`src/rtl/branch_resolver_pkg.sv`:
```
// Shared constants and types for the branch resolver: branch condition codes,
// flush FSM states and the link offset.
package branch_resolver_pkg;

    localparam logic [2:0] BEQ  = 3'b000;
    localparam logic [2:0] BNE  = 3'b001;
    localparam logic [2:0] BLT  = 3'b100;
    localparam logic [2:0] BGE  = 3'b101;
    localparam logic [2:0] BLTU = 3'b110;
    localparam logic [2:0] BGEU = 3'b111;

    localparam int LINK_OFFSET = 4;
    // Counter width covers the full FLUSH_CYCLES range of 1..15.
    localparam int CNT_W = 4;

    typedef enum logic {
        IDLE  = 1'b0,
        FLUSH = 1'b1
    } state_t;

endpackage

```
`src/rtl/branch_resolver_cond.sv`:
```
// Combinational evaluation of the branch condition from the compare flags of A - B.
// The reserved codes 010/011 never evaluate true and raise illegal.
module branch_cond
    import branch_resolver_pkg::*;
(
    input  logic [2:0] funct3,
    input  logic       Zflag,
    input  logic       Cflag,
    input  logic       Vflag,
    input  logic       Sflag,
    output logic       cond,
    output logic       illegal
);

    always_comb begin
        cond    = 1'b0;
        illegal = 1'b0;
        case (funct3)
            BEQ:     cond = Zflag;
            BNE:     cond = !Zflag;
            BLT:     cond = (Sflag != Vflag);
            BGE:     cond = (Sflag == Vflag);
            BLTU:    cond = !Cflag;
            BGEU:    cond = Cflag;
            default: illegal = 1'b1;
        endcase
    end

endmodule

```
`src/rtl/branch_resolver.sv`:
```
// Resolves branch/JAL/JALR outcome, registers target and link, and holds off
// new requests for FLUSH_CYCLES cycles after a taken redirect.
module branch_resolver
    import branch_resolver_pkg::*;
#(
    parameter int n            = 32,
    parameter int FLUSH_CYCLES = 2
) (
    input  logic         clk,
    input  logic         rst_n,
    input  logic         in_valid,
    output logic         in_ready,
    input  logic         is_branch,
    input  logic         is_jal,
    input  logic         is_jalr,
    input  logic [2:0]   funct3,
    input  logic [n-1:0] pc,
    input  logic [n-1:0] imm,
    input  logic [n-1:0] rs1,
    input  logic         Zflag,
    input  logic         Cflag,
    input  logic         Vflag,
    input  logic         Sflag,
    output logic         out_valid,
    output logic         taken,
    output logic [n-1:0] target,
    output logic [n-1:0] link,
    output logic         illegal,
    output logic         misalign,
    output logic         flush
);

    // Handshake: a request transfers on a rising edge where in_valid && in_ready;
    // the producer holds it otherwise. Results leave as a one-cycle out_valid
    // pulse with no backpressure.
    state_t           state_q, state_d;
    logic [CNT_W-1:0] cnt_q, cnt_d;

    logic         out_valid_q, taken_q, illegal_q, misalign_q;
    logic [n-1:0] target_q, link_q;

    logic         cond, f3_illegal;
    logic         accept, raw_taken, taken_d, misalign_d, illegal_d;
    logic [n-1:0] target_d, link_d;

    branch_cond u_cond (
        .funct3  (funct3),
        .Zflag   (Zflag),
        .Cflag   (Cflag),
        .Vflag   (Vflag),
        .Sflag   (Sflag),
        .cond    (cond),
        .illegal (f3_illegal)
    );

    assign accept     = in_valid && (state_q == IDLE);
    assign target_d   = is_jalr ? ((rs1 + imm) & {{(n-1){1'b1}}, 1'b0}) : (pc + imm);
    assign link_d     = pc + n'(LINK_OFFSET);
    assign raw_taken  = is_jal || is_jalr || (is_branch && cond);
    assign misalign_d = raw_taken && target_d[1];
    assign taken_d    = raw_taken && !target_d[1];
    assign illegal_d  = is_branch && f3_illegal;

    always_comb begin
        state_d = state_q;
        cnt_d   = cnt_q;
        case (state_q)
            IDLE: begin
                if (accept && taken_d) begin
                    state_d = FLUSH;
                    cnt_d   = CNT_W'(FLUSH_CYCLES - 1);
                end
            end
            FLUSH: begin
                if (cnt_q == '0) begin
                    state_d = IDLE;
                end else begin
                    cnt_d = cnt_q - 1'b1;
                end
            end
            default: begin
                state_d = IDLE;
                cnt_d   = '0;
            end
        endcase
    end

    always_ff @(posedge clk or negedge rst_n) begin
        if (!rst_n) begin
            state_q     <= IDLE;
            cnt_q       <= '0;
            out_valid_q <= 1'b0;
            taken_q     <= 1'b0;
            illegal_q   <= 1'b0;
            misalign_q  <= 1'b0;
            target_q    <= '0;
            link_q      <= '0;
        end else begin
            state_q     <= state_d;
            cnt_q       <= cnt_d;
            out_valid_q <= accept;
            taken_q     <= accept && taken_d;
            illegal_q   <= accept && illegal_d;
            misalign_q  <= accept && misalign_d;
            if (accept) begin
                target_q <= target_d;
                link_q   <= link_d;
            end
        end
    end

    assign in_ready  = (state_q == IDLE);
    assign flush     = (state_q == FLUSH);
    assign out_valid = out_valid_q;
    assign taken     = taken_q;
    assign illegal   = illegal_q;
    assign misalign  = misalign_q;
    assign target    = target_q;
    assign link      = link_q;

endmodule

```
`config.mk`:
```
export PLATFORM = sky130hd
export DESIGN_NAME = branch_resolver
export DESIGN_NICKNAME = d
export VERILOG_FILES = /design/src/rtl/branch_resolver_pkg.sv /design/src/rtl/branch_resolver_cond.sv /design/src/rtl/branch_resolver.sv
export SDC_FILE = /design/constraint.sdc
export NUM_CORES = 1
export LEC_CHECK = 0
export BUFFER_PORTS_ARGS = -buffer_cell sky130_fd_sc_hd__buf_2
export CAP_MARGIN = 30
export CELL_PAD_IN_SITES_DETAIL_PLACEMENT = 1
export CELL_PAD_IN_SITES_GLOBAL_PLACEMENT = 2
export CORE_ASPECT_RATIO = 1.1
export CORE_MARGIN = 4
export CORE_UTILIZATION = 31
export DETAILED_ROUTE_END_ITERATION = 8
export HOLD_SLACK_MARGIN = 0.08
export PLACE_DENSITY_LB_ADDON = 0.25
export SLEW_MARGIN = 10
export SYNTH_ARGS = -nofsm -noshare
export SYNTH_HDL_FRONTEND = slang
export SYNTH_SLANG_ARGS = --single-unit
```
`constraint.sdc`:
```
create_clock -name clk -period 1.9 [get_ports clk]
set_clock_uncertainty 0.05 [all_clocks]
set_input_delay 0.285 -clock clk [delete_from_list [all_inputs] [get_ports clk]]
set_output_delay 0.285 -clock clk [all_outputs]
set_load 0.02 [all_outputs]
```
==> summary.txt <==
Outcome = finished, violations left
Failing checks = negative setup slack
Final Hold Slack = 105 ps
Initial DRC Count = 225
Starting density of the core = 31.6%
# setup viols final = 22
Asr flop ratio synth = 100%
Sum of negative setup slack = -8260 ps
Part of the power in registers = 27.8%
Hold EP = link[0]
GRT overflow = 0
Cell depth of the worst hold path = 3
Cell taking the most area after synthesis = dfrtp_1
Via density = 5.09
Pin count of the biggest net entering global routing = 61
Post-synth top flop = dfrtp_1
Final core occ = 50.8%
Share of the synthesized area in the top cell type = 28.0%
Post-DRT Antenna Nets = 0
Number of H-tree levels = 3
Worst-path maximum fanout = 4
Leak pwr = 5.01 nW
Power Internal = 5.29 mW
Via count = 7385
Core area = 20600 sq um
Die Area = 23400 sq um
DR WL/cell = 17.6 microns
Class of the worst hold path = input port to flip-flop
Number of max-cap violations = 0
IO Count = 179
Switching power = 4.27 mW
Worst reg2reg endpoint = target[18]
Die Ht = 160 microns
PnR worst setup slack = -617 ps
Final min period = 2520 ps
Startpoint Class = input port
Final Hold Viols = 0
Clock transition at path regs = 70 ps
RSZ-0062 raised after global routing = true
Cell Rows = 55
CTS sink cnt = 73
Residual DRC = 0
Dpl hpwl = 20.6 mm
Layout net count = 1361
First-pass DRT Iterations = 4
Cells after synthesis = 798
Clock power frac = 18.0%
Comb power frac = 54.1%
Peak VDD IR = 0.376 mV
Synthesized flop and latch total = 73
Total track usage = 21.2%
Headroom to the max-slew limit = 68.5%
Post-synth EDFFs = 0
Vias in the first global route = 7798
Worst r2r src = flush
Pwr dens = 912 nW/um^2
Count of cell types in the netlist = 61
Area delta synth->final = 60.9%
Sw Ratio = 44.7%
Crit path kind = input port to flip-flop
Clk root buf = clkbuf_16
Yosys warnings = 0
Worst slew pin tran = 470 ps
Highest Clock Rate = 0.397 GHz
Setup crit end kind = flip-flop
Avg Inst Size Synth = 8.16 sq um
R2R Setup Slk = 140 ps
Post-Syn Nets = 972
Critical hold path startpoint = pc[0]
Arr. time, crit path = 2700 ps
Die extent in x = 146 microns
First-pass GRT wire length = 40.0 mm
CTS max path bufs = 2
CTS tree = done
Share of cells above drive strength 1 = 44.7%
Top cells by area, synth = dfrtp_1 28%, ha_1 12%, xnor2_1 7.0%
Max Slew Vio Count = 0
Syn Std Cell Area = 6510 sq um
Tcrit/Tclk final = 132%
Register area share after synthesis = 28.0%
Reg2reg path depth = 7
Initial antenna violation count = 2
Port Buf Inserts = 178
Req. time, crit path = 2080 ps
GP Congestion = 0.873
CTS buffer count = 9
Clock Latency Late Sink = 350 ps
Routed wire length = 25.6 mm
Yosys cell counts (3+ instances only):
cell,number
nor2_1,59
buf_1,3
and3_1,8
and4_1,5
nand3_1,25
dfrtp_1,73
or3_1,3
nor2b_1,8
xor2_1,40
nor3_1,8
o21ai_1,13
o21bai_1,5
clkbuf_1,25
nand2b_1,9
mux2i_1,3
and2_1,5
o21a_1,5
xnor2_1,52
a31oi_1,11
o21ai_0,72
a21o_1,33
a211oi_1,8
nand4_1,12
a22oi_1,7
ha_1,63
o22ai_1,4
a21oi_1,68
inv_1,13
o31ai_1,4
nand2_1,116
layout make-up:
| class | count | area [sq um] |
|---|---|---|
| flip-flops and latches | 73 | 1830 |
| fillers | 2520 | 10200 |
| well taps | 256 | 320 |
| clock buffers | 9 | 225 |
| inverters | 13 | 48.8 |
| repair buffers | 406 | 2740 |
| clock inverters | 7 | 60.1 |
| diodes | 2 | 5.00 |
| multi-input cells | 684 | 5260 |
through the flow:
step	area [sq um]	power (mW)	std cells	worst slack [ps]
CTS	10100	9.44	1437	-630
floorplan	6750	5.36	798	-649
detailed placement	9450	7.51	1412	-1080
global placement	9450	7.39	1412	-987
global route	10500	10.2	1450	-717
finish	10500	9.56	1450	-617
repair_timing:
| action | 4_1_cts | 5_1_grt |
|---|---|---|
| endpoints found under the hold margin | 15 | 0 |
| gates cloned | 0 | 0 |
| resized for setup | 68 | 69 |
| setup endpoints to repair | 25 | 37 |
| pin swaps | 46 | 64 |
| hold buffers | 1 | 0 |
| setup buffers | 9 | 14 |
cell usage in the layout (no fill, tap or decap), types with 32 or more instances in the layout:
cell type    n
a21o_1      32
a21oi_1     52
buf_2      169
buf_4      213
dfrtp_1     73
ha_1        45
nand2_1    112
nor2_1      55
o21ai_0     47
xnor2_1     44
xor2_1      35
layer usage:
layer	up-vias	part of all wire [%]	track usage [%]
met2	156	49	37.3
met5	-	0	0
met1	3549	46	27.4
li1	3649	-	-
met3	31	3.1	1.93
met4	0	1.9	6.84
sequential cells by signal (all words and copies together) (netlist names):
register   cells
cnt_q          4
target        32
misalign       1
flush          1
taken          1
illegal        1
link          32
out_valid      1
cells by family after synthesis:
logic type	after synthesis	share of synthesized area [%]
flip-flops	73	28.0
adder cells (fa/ha/maj)	65	12.7
buffers and inverters	41	2.36
multiplexers	3	0.461
AO/OA/AOI/OAI	258	25.6
XOR/XNOR	92	12.4
AND/OR/NAND/NOR	266	18.5
worst max-delay path, cell delays in order:
cell and delay [ps]:
buf_6 100, ha_4 160, fa_2 340, a211oi_2 270, o21a_2 220, o31ai_4 100, and3b_2 250, a2111oi_4 180
buf_4 190, o21bai_1 80, a21o_1 210, xnor2_1 190, o211ai_1 110
power groups by stage:
stage / registers, mW / clock network (mW) / logic (mW)
4_1_cts: 2.67 / 1.76 / 5.01
6_report: 2.66 / 1.72 / 5.17
2_1_floorplan: 3.41 / 0 / 1.94
3_5_place_dp: 2.69 / 0 / 4.82
5_1_grt: 2.76 / 1.83 / 5.64
3_3_place_gp: 2.66 / 0 / 4.73
worst max path at each step:
| stage | startpoint | endpoint | slack, ps | depth (start not counted) |
|---|---|---|---|---|
| floorplan | pc[0] | target[28] | -650 | 12 |
| global placement | imm[1] | target[27] | -990 | 12 |
| detailed placement | pc[0] | target[28] | -1080 | 13 |
| CTS | pc[0] | target[28] | -630 | 14 |
| global route | pc[0] | target[28] | -720 | 14 |
| finish | pc[0] | target[24] | -620 | 13 |
(Power assumes the default switching activity.)
